<file path="src/rtl/ps2_pkg.sv">
// Shared PS/2 types and constants for the host transmit path and the keyboard
// receive path.
package ps2_pkg;

  typedef enum logic [2:0] {
    IDLE,
    INHIBIT,
    REQ,
    SHIFT,
    ACK,
    WAIT_IDLE
  } ps2_tx_state_e;

  localparam logic [7:0] PS2_CMD_SET_LED = 8'hED;
  localparam logic [7:0] PS2_RESP_ACK    = 8'hFA;
  localparam logic [3:0] PS2_FRAME_EDGES = 4'd11;

  // Bit positions inside the LED mask byte that follows PS2_CMD_SET_LED.
  localparam int unsigned PS2_LED_SCROLL = 0;
  localparam int unsigned PS2_LED_NUM    = 1;
  localparam int unsigned PS2_LED_CAPS   = 2;

  function automatic logic odd_parity(input logic [7:0] data);
    return ~^data;
  endfunction

endpackage

</file>
<file path="src/rtl/ps2_sync_edge.sv">
// Two-flop synchronizer for the raw PS/2 clock and data lines plus a registered
// falling-edge pulse on the clock line, aligned with sync_clk going low.
module ps2_sync_edge (
  input  logic clk,
  input  logic reset,
  input  logic ps2_clk_in,
  input  logic ps2_data_in,
  output logic sync_clk,
  output logic sync_data,
  output logic clk_fall
);

  logic [1:0] clk_sync_q, clk_sync_d;
  logic [1:0] data_sync_q, data_sync_d;
  logic       clk_fall_q, clk_fall_d;

  always_comb begin
    clk_sync_d  = {clk_sync_q[0], ps2_clk_in};
    data_sync_d = {data_sync_q[0], ps2_data_in};
    // Stage 1 already low while stage 2 is still high: sync_clk falls this edge.
    clk_fall_d  = clk_sync_q[1] & ~clk_sync_q[0];
  end

  // NOTE: sequential state uses non-blocking assignments so every flop samples
  // the pre-edge value of its neighbours, exactly like the hardware.
  always_ff @(posedge clk) begin
    if (reset) begin
      clk_sync_q  <= 2'b11;
      data_sync_q <= 2'b11;
      clk_fall_q  <= 1'b0;
    end else begin
      clk_sync_q  <= clk_sync_d;
      data_sync_q <= data_sync_d;
      clk_fall_q  <= clk_fall_d;
    end
  end

  assign sync_clk  = clk_sync_q[1];
  assign sync_data = data_sync_q[1];
  assign clk_fall  = clk_fall_q;

endmodule

</file>
<file path="src/rtl/ps2_host_tx.sv">
// Host-to-device PS/2 byte transmitter with device ACK/NACK reporting.
// Define PS2_TX_TIMEOUT_EN to add a watchdog that aborts a stalled transfer.
module ps2_host_tx
  import ps2_pkg::*;
#(
  parameter int unsigned INHIBIT_CYCLES = 5000,
  parameter int unsigned TIMEOUT_CYCLES = 1000000
) (
  input  logic       clk,
  input  logic       reset,
  input  logic [7:0] tx_data,
  input  logic       tx_valid,
  output logic       tx_ready,
  input  logic       ps2_clk_in,
  input  logic       ps2_data_in,
  output logic       ps2_clk_oe,
  output logic       ps2_data_oe,
  output logic       done,
  output logic       ack_err,
  output logic       timeout
);

  localparam int unsigned INH_W = $clog2(INHIBIT_CYCLES + 1);
  // The REQ entry cycle still pulls the clock low, so INHIBIT ends one early.
  localparam logic [INH_W-1:0] INH_LAST = INH_W'(INHIBIT_CYCLES - 2);

  if (INHIBIT_CYCLES < 2 || TIMEOUT_CYCLES < 1) begin : g_bad_params
    $error("ps2_host_tx: INHIBIT_CYCLES must be >= 2 and TIMEOUT_CYCLES >= 1");
  end

  logic sync_clk, sync_data, clk_fall;

  ps2_sync_edge u_sync (
    .clk        (clk),
    .reset      (reset),
    .ps2_clk_in (ps2_clk_in),
    .ps2_data_in(ps2_data_in),
    .sync_clk   (sync_clk),
    .sync_data  (sync_data),
    .clk_fall   (clk_fall)
  );

  ps2_tx_state_e    state_q, state_d;
  logic [7:0]       shift_q, shift_d;
  logic             parity_q, parity_d;
  logic [3:0]       bitcnt_q, bitcnt_d;
  logic [INH_W-1:0] inh_cnt_q, inh_cnt_d;
  logic             clk_oe_q, clk_oe_d;
  logic             data_oe_q, data_oe_d;
  logic             tx_ready_q, tx_ready_d;
  logic             done_q, done_d;
  logic             ack_err_q, ack_err_d;
  logic             timeout_q, timeout_d;

`ifdef PS2_TX_TIMEOUT_EN
  localparam int unsigned WD_W = $clog2(TIMEOUT_CYCLES + 1);
  localparam logic [WD_W-1:0] WD_LAST = WD_W'(TIMEOUT_CYCLES - 1);
  logic [WD_W-1:0] wd_q, wd_d;
`endif

  always_comb begin
    // NOTE: every _d gets a default before the case, so no path can infer a latch.
    state_d    = state_q;
    shift_d    = shift_q;
    parity_d   = parity_q;
    bitcnt_d   = bitcnt_q;
    inh_cnt_d  = inh_cnt_q;
    clk_oe_d   = clk_oe_q;
    data_oe_d  = data_oe_q;
    tx_ready_d = tx_ready_q;
    ack_err_d  = ack_err_q;
    done_d     = 1'b0;
    timeout_d  = 1'b0;
`ifdef PS2_TX_TIMEOUT_EN
    wd_d       = wd_q;
`endif

    case (state_q)
      IDLE: begin
        tx_ready_d = 1'b1;
        if (tx_valid && tx_ready_q) begin
          shift_d    = tx_data;
          parity_d   = odd_parity(tx_data);
          inh_cnt_d  = '0;
          clk_oe_d   = 1'b1;
          data_oe_d  = 1'b0;
          tx_ready_d = 1'b0;
          state_d    = INHIBIT;
        end
      end
      INHIBIT: begin
        inh_cnt_d = inh_cnt_q + 1'b1;
        if (inh_cnt_q == INH_LAST) begin
          data_oe_d = 1'b1;
          bitcnt_d  = 4'd0;
          state_d   = REQ;
`ifdef PS2_TX_TIMEOUT_EN
          wd_d      = '0;
`endif
        end
      end
      REQ: begin
        clk_oe_d = 1'b0;
        if (clk_fall) begin
          bitcnt_d  = 4'd1;
          data_oe_d = ~shift_q[0];
          state_d   = SHIFT;
        end
      end
      SHIFT: begin
        if (clk_fall) begin
          bitcnt_d = bitcnt_q + 4'd1;
          if (bitcnt_q < 4'd8) begin
            data_oe_d = ~shift_q[bitcnt_q[2:0]];
          end else if (bitcnt_q == 4'd8) begin
            data_oe_d = ~parity_q;
          end else begin
            data_oe_d = 1'b0;
            state_d   = ACK;
          end
        end
      end
      ACK: begin
        if (clk_fall) begin
          bitcnt_d  = PS2_FRAME_EDGES;
          ack_err_d = sync_data;
          state_d   = WAIT_IDLE;
        end
      end
      WAIT_IDLE: begin
        if (sync_clk && sync_data) begin
          done_d  = 1'b1;
          state_d = IDLE;
        end
      end
      default: state_d = IDLE;
    endcase

`ifdef PS2_TX_TIMEOUT_EN
    if (state_q inside {REQ, SHIFT, ACK}) begin
      wd_d = wd_q + 1'b1;
      if (wd_q == WD_LAST) begin
        clk_oe_d   = 1'b0;
        data_oe_d  = 1'b0;
        tx_ready_d = 1'b0;
        done_d     = 1'b1;
        ack_err_d  = 1'b1;
        timeout_d  = 1'b1;
        state_d    = IDLE;
      end
    end
`endif
  end

  always_ff @(posedge clk) begin
    if (reset) begin
      state_q    <= IDLE;
      shift_q    <= '0;
      parity_q   <= 1'b0;
      bitcnt_q   <= '0;
      inh_cnt_q  <= '0;
      clk_oe_q   <= 1'b0;
      data_oe_q  <= 1'b0;
      tx_ready_q <= 1'b1;
      done_q     <= 1'b0;
      ack_err_q  <= 1'b0;
      timeout_q  <= 1'b0;
`ifdef PS2_TX_TIMEOUT_EN
      wd_q       <= '0;
`endif
    end else begin
      state_q    <= state_d;
      shift_q    <= shift_d;
      parity_q   <= parity_d;
      bitcnt_q   <= bitcnt_d;
      inh_cnt_q  <= inh_cnt_d;
      clk_oe_q   <= clk_oe_d;
      data_oe_q  <= data_oe_d;
      tx_ready_q <= tx_ready_d;
      done_q     <= done_d;
      ack_err_q  <= ack_err_d;
      timeout_q  <= timeout_d;
`ifdef PS2_TX_TIMEOUT_EN
      wd_q       <= wd_d;
`endif
    end
  end

  assign tx_ready    = tx_ready_q;
  assign ps2_clk_oe  = clk_oe_q;
  assign ps2_data_oe = data_oe_q;
  assign done        = done_q;
  assign ack_err     = ack_err_q;
  assign timeout     = timeout_q;

endmodule

</file>
<file path="config.mk">
export PLATFORM = sky130hd
export DESIGN_NAME = ps2_host_tx
export DESIGN_NICKNAME = d
export VERILOG_FILES = /design/src/rtl/ps2_pkg.sv /design/src/rtl/ps2_sync_edge.sv /design/src/rtl/ps2_host_tx.sv
export SDC_FILE = /design/constraint.sdc
export NUM_CORES = 1
export LEC_CHECK = 0
export ABC_AREA = 1
export CORE_MARGIN = 2
export CORE_UTILIZATION = 62
export CTS_BUF_LIST = sky130_fd_sc_hd__clkbuf_4 sky130_fd_sc_hd__clkbuf_8 sky130_fd_sc_hd__clkbuf_16
export DETAILED_ROUTE_END_ITERATION = 16
export GPL_TIMING_DRIVEN = 0
export PLACE_DENSITY = 0.85
export SLEW_MARGIN = 20
export SYNTH_ARGS = -nofsm -noshare
export SYNTH_HDL_FRONTEND = slang
export SYNTH_SLANG_ARGS = --single-unit
</file>
<file path="constraint.sdc">
create_clock -name clk -period 2.23 [get_ports clk]
set_input_delay 0.446 -clock clk [delete_from_list [all_inputs] [get_ports clk]]
set_output_delay 0.446 -clock clk [all_outputs]
set_load 0.02 [all_outputs]
</file>
; ---- After elaboration in Yosys (flattened, before gate mapping)
; Index checks and enable logic that the tools add are counted.
[op_classes]
addsub = 2
multipliers = 0
n_div = 0
magnitude_cmp = 2
n_eq_ne = 15
n_shift = 0
n_mux = 29
n_bitwise = 6
reduce_logical = 16
[op_table]
columns = operator, count
row1 = case mux 13 bit (2 select lines), 1
row2 = two-way mux 3 bit, 8
row3 = case mux 3 bit (6 select lines), 1
row4 = two-way mux 4 bit, 4
row5 = case mux 4 bit (4 select lines), 1
row6 = "adder 13 x 1 -> 13 bit, second input constant", 1
row7 = "== test 13 bit, second input constant", 1
row8 = two-way mux 13 bit, 1
row9 = two-way mux 1 bit, 10
row10 = "inequality test 2 bit, second input constant", 5
row11 = AND reduction 5 bit, 2
row12 = AND reduction 2 bit, 4
row13 = AND reduction 8 bit, 1
row14 = nonzero test 4 bit, 2
row15 = XNOR reduction 8 bit, 1
row16 = "== test 3 x 2 -> 1 bit, second input constant", 2
row17 = "== test 3 bit, second input constant", 2
row18 = "inequality test 2 x 1 -> 1 bit, second input constant", 3
row19 = inverter 1 bit, 5
row20 = "adder 4 x 1 -> 4 bit, second input constant", 1
row21 = "== test 4 bit, second input constant", 1
row22 = "less-than comparator 3 x 4 -> 1 bit, second input constant", 1
row23 = "less-than comparator 4 bit, second input constant", 1
row24 = case mux 1 bit (4 select lines), 1
row25 = 8 further kinds, 10
[word_totals]
ff_bits = 39
latchBits = 0
mem_bits_rw = 0
rom_bits = 0
input_bits = 13
out_inout_bits = 6
memories = 0

; ---- Logic depth before layout (Yosys ltp)
[depth]
depth_word = 6
mapped_depth = 12
mapped_depth_nobuf = 11

; ---- Modules after synthesis
; A second synthesis with hierarchy kept.
[unflattened]
cells_unflattened = 288
area_unflattened_um2 = 2028.2
[modules_own_cells]
columns = module, instances, cells_each, area_each_um2
row1 = ps2_host_tx, 1, 276, 1891.8
row2 = ps2_sync_edge, 1, 12, 136.4

; ---- Least setup slack after synthesis
; OpenSTA, ideal clock, no wires.
[synth_path]
path_kind = reg2reg
start = reg bitcnt_q[0]
end = reg state_q[1]
setup_time_ns = 0.114
t_arrival_ns = 1.340
slack_ns = 0.776
stages_incl_launch_ff = 12
path_buffers = 1
period_less_slack_ns = 1.454
path_cell_list = dfxtp_1 > buf_2 > inv_1 > ha_1 > nand2_1 > nand2_1 > nand2_1 > inv_1 > nor2_4 > nand3_4 > nor2_1 > nor2_2
[synth_between]
elab_chain_cells = 3
[synth_rtl]
columns = element, line_no
row1 = "start, declared", ps2_host_tx.sv:46  ; logic [3:0] bitcnt_q, bitcnt_d;
row2 = "start signal, assigned", ps2_host_tx.sv:175  ; bitcnt_q <= bitcnt_d;
row3 = less-than comparator 4 bit or == test 4 bit (tied branches), "ps2_host_tx.sv:113, ps2_host_tx.sv:115"
row4 = inequality test 2 bit (no source line), -
row5 = AND reduction 8 bit (no source line) *, -
row6 = "end signal, assigned", ps2_host_tx.sv:172  ; state_q <= state_d;
row7 = "end, declared", ps2_host_tx.sv:43  ; ps2_tx_state_e state_q, state_d;
; Every way passes the cells marked *; elsewhere a longest branch is shown, timed or not.
; A chain may end at the register's enable or synchronous reset.

; ---- Worst setup path after layout
[layout_path]
start = reg tx_ready_q, in the netlist tx_ready
end = out tx_ready
[layout_rtl]
columns = element, line_no
row1 = "start, declared", ps2_host_tx.sv:50  ; logic tx_ready_q, tx_ready_d;
row2 = "start signal, assigned", ps2_host_tx.sv:179  ; tx_ready_q <= tx_ready_d;
row3 = "end, declared", ps2_host_tx.sv:13  ; output logic tx_ready,
; No word-level cell between the ends.

==> results.cfg <==
[synth]
synth_top_family_by_area = simple AND/OR/NAND/NOR gates
synthCells = 307
netlist-cell-type-count = 43
synth_mux_area_frac = 0
synth.ff_latch_count = 39
async_reset_ff_frac = 0
synth_compound_area_frac = 0.129
synth_nets = 324
synth_fa_ha_area_frac = 0.0221
ys.flop_type = dfxtp_1
synthXorXnorAreaFrac = 0.0387
ys_seq_area_frac = 0.345
yosys.area_share.simple = 0.353
avgSynthCellArea_um2 = 7.38
netlist_area_um2 = 2260
yosysWarningCount = 0
synth-edff-count = 0

[die]
row_count = 21
die_h_um = 64.4
initial_core_util = 0.663
fp.coreArea_um2 = 3420
die_x_um = 64.4
die-area_um2 = 4150
ios = 19

[power]
power_w = 0.00259
ir_drop_mv = 0.612
p_leak_nw = 1.07
power_density_nw_per_um2 = 1020

[cells_and_area]
n_fill_cell = 275
layout-drive-gt1-share = 0.172
layout_common_cells = 70 x nand2_1, 39 x dfxtp_1, 32 x inv_1
nets = 348
area.growth.synth_to_final_pct = 12.5
antennaDiodeCount = 0
layout_commonest_cell = nand2_1
final_util = 0.746

[route]
dr.pass1.iters = 4
wl_per_cell_um = 12.6
via_per_inst = 5.23
routed_wl_um = 4740
ant_nets = 0
drt_iter0_drc = 165
num_vias = 1972
drc = 0

[run_status]
status = finished clean

[sta]
worstMarginPinSlew_ps = 644
final-setup-viol-count = 0
min_period_ps = 1800
hold_violations = 0
timing.fmax_mhz = 556
fin_tns_setup_ps = 0
finalClockSkew_ps = 13.9
slew_viol_final = 0
rsz0062_at_grt = no
slew_headroom = 0.571
period_share = 0.807

[critical_path]
crit_path_start = tx_ready
critPathCaptureType = output pin
crit_arrival_ps = 1350
required_ps = 1780
cpPeakStageDelay_ps = 610
cp_top_family = buffers and inverters
path_buf_inv = 1
r2r_start = bitcnt_q[0]
crit_slowest_cell = clkdlybuf4s50_1
worst_setup_path_start_kind = flip-flop
critPathKind = reg -> out
crit_fanout = 3
crit_chain = clkdlybuf4s50_1

[cts]
clk_latency_ps = 370
root_buffer = clkbuf_4
clk_pin_slew_ps = 120
h-tree-depth = 2
ctsHoldBuffers = 0
clk_path_buf_depth = 2
post-cts-setup-buffers = 0
cts_buffers = 5
clkSinkCount = 39
cts_tree = done
ctsResizeCount = 0

[worst_hold_path]
min-delay-path-class = reg -> reg
hp-start = u_sync.data_sync_q[0]

[placed_design]
gp_congestion = 0.812
dp_hpwl_um = 3500
port_buffers = 17

[grt]
grt_overflow = 0
grt_pass1_vias = 1888
grt_pass1_wl_um = 8240
grtUsageTotal = 0.258
antenna_found_initial = 0
grt_max_degree = 12

[flow_run]
max_cap_violations = 0
flip-flops by register name, summed over array words and instances (netlist names), 2 cells and up:
name	count
u_sync.clk_sync_q	2
inh_cnt_q	13
shift_q	8
state_q	3
u_sync.data_sync_q	2
bitcnt_q	4
path summary, 6_finish.rpt:
path	to	slack, ps	cells past startpoint
setup / recovery	tx_ready	430	1
hold / removal	u_sync.data_sync_q[1]	420	1
setup reg to reg	state_q[2]	550	11
hold reg to reg	u_sync.data_sync_q[1]	420	1
cell type report:
type / instances / area (µm²) / share of cell area
clock inverter: 1 / 5.00 / 0.00196
timing repair buffer: 17 / 170 / 0.0668
buffer: 10 / 90.1 / 0.0353
clock buffer: 6 / 51.3 / 0.0201
inverter: 42 / 161 / 0.0633
multi-input combinational: 216 / 1230 / 0.484
tap: 46 / 57.6 / 0.0226
sequential: 39 / 781 / 0.306
worst reg2reg max path: stages, from the launching register on:
cell	delay [ps]
dfxtp_1	350
buf_2	200
inv_1	120
ha_1	210
nand2_1	70
nand2_1	50
nand2_1	80
inv_1	60
nor2_4	150
nand4_1	120
nand2_1	110
nor2_2	40
cells by family (layout without fill, tap and decap cells):
family          count (synthesis)  in the layout
flops                          39             39
compound gates                 51             51
xor+xnor                       10             10
fa+ha+maj                       4              4
simple gates                  150            150
other cells                     1              1
buf+inv                        52             76
Yosys cell counts (3+ instances only):
| cell | instances | area [µm²] |
|---|---|---|
| nor2_1 | 23 | 86.3 |
| a21oi_1 | 23 | 115 |
| nand4_1 | 6 | 37.5 |
| nand3_1 | 19 | 95.1 |
| nor2_4 | 4 | 45.0 |
| nand2_1 | 70 | 263 |
| inv_1 | 32 | 120 |
| nor2_2 | 5 | 31.3 |
| dfxtp_1 | 39 | 781 |
| inv_2 | 8 | 30.0 |
| o21ai_1 | 11 | 55.1 |
| nand2_4 | 3 | 33.8 |
| nand2_2 | 3 | 18.8 |
| buf_6 | 3 | 33.8 |
| o21ai_0 | 9 | 45.0 |
| xor2_1 | 5 | 43.8 |
| or2_2 | 4 | 25.0 |
| ha_1 | 4 | 50.1 |
| xnor2_1 | 5 | 43.8 |
metal layers:
| metal | global-route usage | share of wire | routed length [µm] |
|---|---|---|---|
| met5 | 0 | 0 | 0 |
| met3 | 0.0434 | 0.037 | 173 |
| met1 | 0.309 | 0.47 | 2250 |
| met2 | 0.449 | 0.47 | 2220 |
| met4 | 0.120 | 0.021 | 99 |
through the flow:
| step | hold WS (ps) | worst slack (ps) | cell area, µm² | cells |
|---|---|---|---|---|
| CTS | 423 | 428 | 2550 | 377 |
| global placement | 394 | 321 | 2490 | 370 |
| finish | 422 | 431 | 2550 | 377 |
| global route | 440 | 393 | 2550 | 377 |
| floorplan | 389 | 776 | 2260 | 307 |
| detailed placement | 395 | 314 | 2490 | 370 |
power by group:
part           total (W)  switching [W]  leakage (nW)  internal, W
registers       0.000921      0.0000940         0.319     0.000827
logic            0.00129       0.000806         0.714     0.000485
clock network   0.000382       0.000236        0.0341     0.000146
total            0.00259        0.00114          1.07      0.00146
(Power assumes the default switching activity.)
==> patch 1 (same settings) <==
The option `PS2_TX_TIMEOUT_EN` is turned on by a define.
--- a/src/rtl/ps2_host_tx.sv
+++ b/src/rtl/ps2_host_tx.sv
@@ -1,5 +1,7 @@
 // Host-to-device PS/2 byte transmitter with device ACK/NACK reporting.
 // Define PS2_TX_TIMEOUT_EN to add a watchdog that aborts a stalled transfer.
+`define PS2_TX_TIMEOUT_EN
+
 module ps2_host_tx
   import ps2_pkg::*;
 #(
Formal check against the unedited RTL: same outputs for any inputs over 10 cycles, from zero or initial values and one cycle with reset high; that may be too few to reach the edited logic, so the function may still have changed.
==> patch 1 against the unedited design <==
Sequential cell count grew 21. Core utilization shrank 1.2 points. Non-clock buffer count grew 6. Synthesized area increased by 46%. Die area grew 43%. Register-to-register slack worse by 0.08 ns. Clock power grew 140%. Setup slack improved by 0.041 ns. Sequential power up 23%. Cell count is 59% higher. Wire length up 73%. Total power down 11%. Design area is 48% higher. Highest routed layer unchanged.
==> patch 1: results (changes against the unedited design) <==
| Metric | Value |
|---|---|
| Status | finished clean (unchanged) |
| Placement Setup Slack | 0.1855 ns (was 0.3143 ns) |
| M1 WL | 3522 um (was 2250 um) |
| Synth Area in XOR/XNOR | 1.848% (was 3.867%) |
| Met3 Usage GRT | 7.176% (was 4.340%) |
| # H-tree levels | 3 (was 2) |
| Number of DRC markers in iteration 0 | 252 (was 165) |
| Worst stage delay on the critical path | 0.39 ns (was 0.61 ns) |
| Placed Instances | 585 (was 370) |
| Slowest CP cell | dfxtp_1 (was clkdlybuf4s50_1) |
| Synth area leaders | dfxtp_1 (36%), nand2_1 (13%), nand3_1 (7.2%) (was dfxtp_1 (34%), nand2_1 (12%), inv_1 (5.3%)) |
| CTS Buf Count | 9 (was 5) |
| Leakage | 0.001478 uW (was 0.001067 uW) |
| Global-route wire length before repair | 13,800 um (was 8238 um) |
| Setup Skew | 0.005646 ns (was 0.01393 ns) |
| Routability Congestion | 0.9143 (was 0.8121) |
| Proportion of layout cells with a drive suffix above 1 | 9.981% (was 17.22%) |
| Global Route met2 Usage | 50.61% (was 44.92%) |
| Met1 usage | 33.78% (was 30.95%) |
| VDD IR max | 0.0006561 V (was 0.0006120 V) |
| Worst skew pair latency | 0.34 ns (was 0.37 ns) |
| Vias in the first global route | 3,158 (was 1,888) |
| Wire length on met2 | 4064 um (was 2216 um) |
| Fin cells | 601 (was 377) |
| R2R depth | 9 (was 11) |
| Crit Path Max Fanout | 4 (was 3) |
| Final net count | 544 (was 348) |
| Dpl cell area | 3585 um2 (was 2492 um2) |
| Clk slew on worst S/H paths | 0.07 ns (was 0.12 ns) |
| Root Driver | clkbuf_8 (was clkbuf_4) |
| Clock Power | 921 uW (was 382 uW) |
| Sw Ratio | 26.61% (was 43.79%) |
| I/O Buffers | 18 (was 17) |
| Fillers | 431 (was 275) |
| Syn Nets | 515 (was 324) |
-- patch 1: path summary, 6_finish.rpt --
check	start	end	slack, ns
max	wd_q[0]$_SDFFE_PP0P_	wd_q[18]$_SDFFE_PP0P_	0.47
min	u_sync.data_sync_q[0]$_SDFF_PP1_	u_sync.data_sync_q[1]$_SDFF_PP1_	0.43
max reg2reg	wd_q[0]$_SDFFE_PP0P_	wd_q[18]$_SDFFE_PP0P_	0.47
min reg2reg	u_sync.data_sync_q[0]$_SDFF_PP1_	u_sync.data_sync_q[1]$_SDFF_PP1_	0.43
-- patch 1: cell type report --
class / instances / area [um2] / share of cell area [%]
Clock buffer: 12 / 165.2 / 4.378
Buffer: 15 / 83.83 / 2.222
Clock inverter: 4 / 22.52 / 0.5970
Timing Repair Buffer: 18 / 180.2 / 4.776
Multi-Input combinational cell: 356 / 1784 / 47.30
Sequential cell: 60 / 1201 / 31.84
Inverter: 66 / 247.7 / 6.567
Tap cell: 70 / 87.58 / 2.322
==> patch 2 (same settings) <==
Without the edit above. Reset style: asynchronous (`reset`), changed in 2 clocked blocks.
--- a/src/rtl/ps2_sync_edge.sv
+++ b/src/rtl/ps2_sync_edge.sv
@@ -23,7 +23,7 @@
 
   // NOTE: sequential state uses non-blocking assignments so every flop samples
   // the pre-edge value of its neighbours, exactly like the hardware.
-  always_ff @(posedge clk) begin
+  always_ff @(posedge clk or posedge reset) begin
     if (reset) begin
       clk_sync_q  <= 2'b11;
       data_sync_q <= 2'b11;
--- a/src/rtl/ps2_host_tx.sv
+++ b/src/rtl/ps2_host_tx.sv
@@ -152,7 +152,7 @@
 `endif
   end
 
-  always_ff @(posedge clk) begin
+  always_ff @(posedge clk or posedge reset) begin
     if (reset) begin
       state_q    <= IDLE;
       shift_q    <= '0;
Formal check against the unedited RTL: differs if reset is asserted again (counterexample within 4 cycles, from zero or initial values and one cycle with reset high); with reset held inactive, the same outputs for 10 cycles.
==> patch 2 against the unedited design <==
Global-route usage fell by 2.8 points. Design area fell by 2.2%. Setup slack got worse by 0.15 ns. Wire length fell by 14%. Synthesized area fell by 4.4%. Sequential cell count did not move. Total power rose by 15%. Largest power group unchanged.
==> patch 2: results (changes against the unedited design) <==
| Metric | Value |
|---|---|
| Worst skew pair latency | 0.35 ns (was 0.37 ns) |
| Global Route met2 Usage | 36.70% (was 44.92%) |
| Count of cell types in the netlist | 34 (was 43) |
| Routability Congestion | 0.8724 (was 0.8121) |
| Number of DRC markers in iteration 0 | 127 (was 165) |
| Dpl cell area | 2421 um2 (was 2492 um2) |
| Syn Nets | 293 (was 324) |
| Routed Wire Length | 4056 um (was 4739 um) |
| Met3 Usage GRT | 3.929% (was 4.340%) |
| Synth area leaders | dfrtp_1 (39%), nand2_1 (13%), inv_1 (6.6%) (was dfxtp_1 (34%), nand2_1 (12%), inv_1 (5.3%)) |
| Worst stage delay on the critical path | 0.59 ns (was 0.61 ns) |
| Met1 usage | 31.94% (was 30.95%) |
| Largest net degree at the start of global routing | 24 (was 12) |
| Status | finished clean (unchanged) |
| VDD IR max | 0.0006502 V (was 0.0006120 V) |
| Placement Setup Slack | 0.4441 ns (was 0.3143 ns) |
| Commonest cells post-synth | nand2_1 (74), inv_1 (38), dfrtp_1 (34) (was nand2_1 (70), dfxtp_1 (39), inv_1 (32)) |
| Final net count | 318 (was 348) |
| Global-route wire length before repair | 7341 um (was 8238 um) |
| Critical Path AT | 1.51 ns (was 1.35 ns) |
| Vias in the first global route | 1,712 (was 1,888) |
| Async S/R FF share, synth | 100.0% (was 0%) |
| Detailed-route via count | 1,833 (was 1,972) |
| HPWL after DPL | 3070 um (was 3504 um) |
| Setup Skew | 0.01082 ns (was 0.01393 ns) |
| Overall routing resource usage | 22.96% (was 25.78%) |
| Proportion of layout cells with a drive suffix above 1 | 12.91% (was 17.22%) |
| CTS resizes | 0 (unchanged) |
| Leakage | 0.001214 uW (was 0.001067 uW) |
| Post-synthesis sequential area ratio | 45.35% (was 34.48%) |
| Crit Path Max Fanout | 3 (unchanged) |
-- patch 2: cell count changes after synthesis, moves of 5 or more --
cell     before  now
dfxtp_1      39    0
inv_2         8    3
inv_1        32   38
dfstp_2       0    5
dfrtp_1       0   34
a21oi_1      23    6
nor2_1       23   17
o21ai_0       9   20
o21ai_1      11    1
-- patch 2: kinds of logic (layout without fill, tap and decap cells) --
kind of cell             after synthesis  in the layout  share of synthesized area (%)
AO/OA/AOI/OAI                         38             38                          10.34
adder cells (fa/ha/maj)                4              4                          2.311
other                                  1              1                         0.1731
flip-flops                            39             39                          45.35
AND/OR/NAND/NOR                      135            135                          28.19
multiplexers                           1              1                         0.5199
buffers and inverters                 49             75                          9.474
XOR/XNOR                               9              9                          3.639
-- patch 2: path summary, 6_finish.rpt --
| kind | slack, ns | end | depth (start not counted) | start |
|---|---|---|---|---|
| max | 0.28 | tx_ready | 1 | tx_ready$_DFFE_PP1N_ |
| min | 0.36 | u_sync.data_sync_q[1]$_DFF_PP1_ | 0 | u_sync.data_sync_q[0]$_DFF_PP1_ |
| max reg2reg | 0.54 | bitcnt_q[2]$_DFFE_PP0P_ | 9 | inh_cnt_q[0]$_DFFE_PP0P_ |
| max in group asynchronous | 1.31 | u_sync.clk_sync_q[0]$_DFF_PP1_ | 3 | reset |
| min reg2reg | 0.36 | u_sync.data_sync_q[1]$_DFF_PP1_ | 0 | u_sync.data_sync_q[0]$_DFF_PP1_ |
| min in group asynchronous | 0.39 | inh_cnt_q[6]$_DFFE_PP0P_ | 2 | reset |
-- patch 2: worst register-to-register path, stage by stage (launching register included) --
cell and delay [ns]:
dfrtp_1 0.42, inv_1 0.10, ha_1 0.17, nand2_1 0.06, nor3_1 0.13, nand3_1 0.16
a21oi_4 0.29, nand2_2 0.12, nand2_1 0.09, nand2_1 0.06
-- patch 2: layout make-up --
type / count / area (um2)
inverters: 42 / 160.2
repair buffers: 18 / 197.7
clock inverters: 1 / 7.507
flip-flops and latches: 39 / 982.2
fillers: 280 / 843.3
well taps: 46 / 57.56
clock buffers: 7 / 65.06
multi-input cells: 188 / 978.4
plain buffers: 7 / 45.04
-- patch 2: stage by stage --
step | instances | hold WS [ns]
global placement | 339 | 0.3455
floorplan | 276 | 0.3452
finish | 348 | 0.3627
detailed placement | 340 | 0.3473
global route | 348 | 0.3738
CTS | 348 | 0.3636
-- patch 2: per-layer routing --
metal	vias up	wire length, um
li1	927	-
met1	861	1951
met2	38	1893
met3	7	151
met4	0	59
met5	-	0
-- patch 2: where the power goes --
part	switching [uW]	internal, uW
logic	899	535
registers	179	966
clock network	232	184
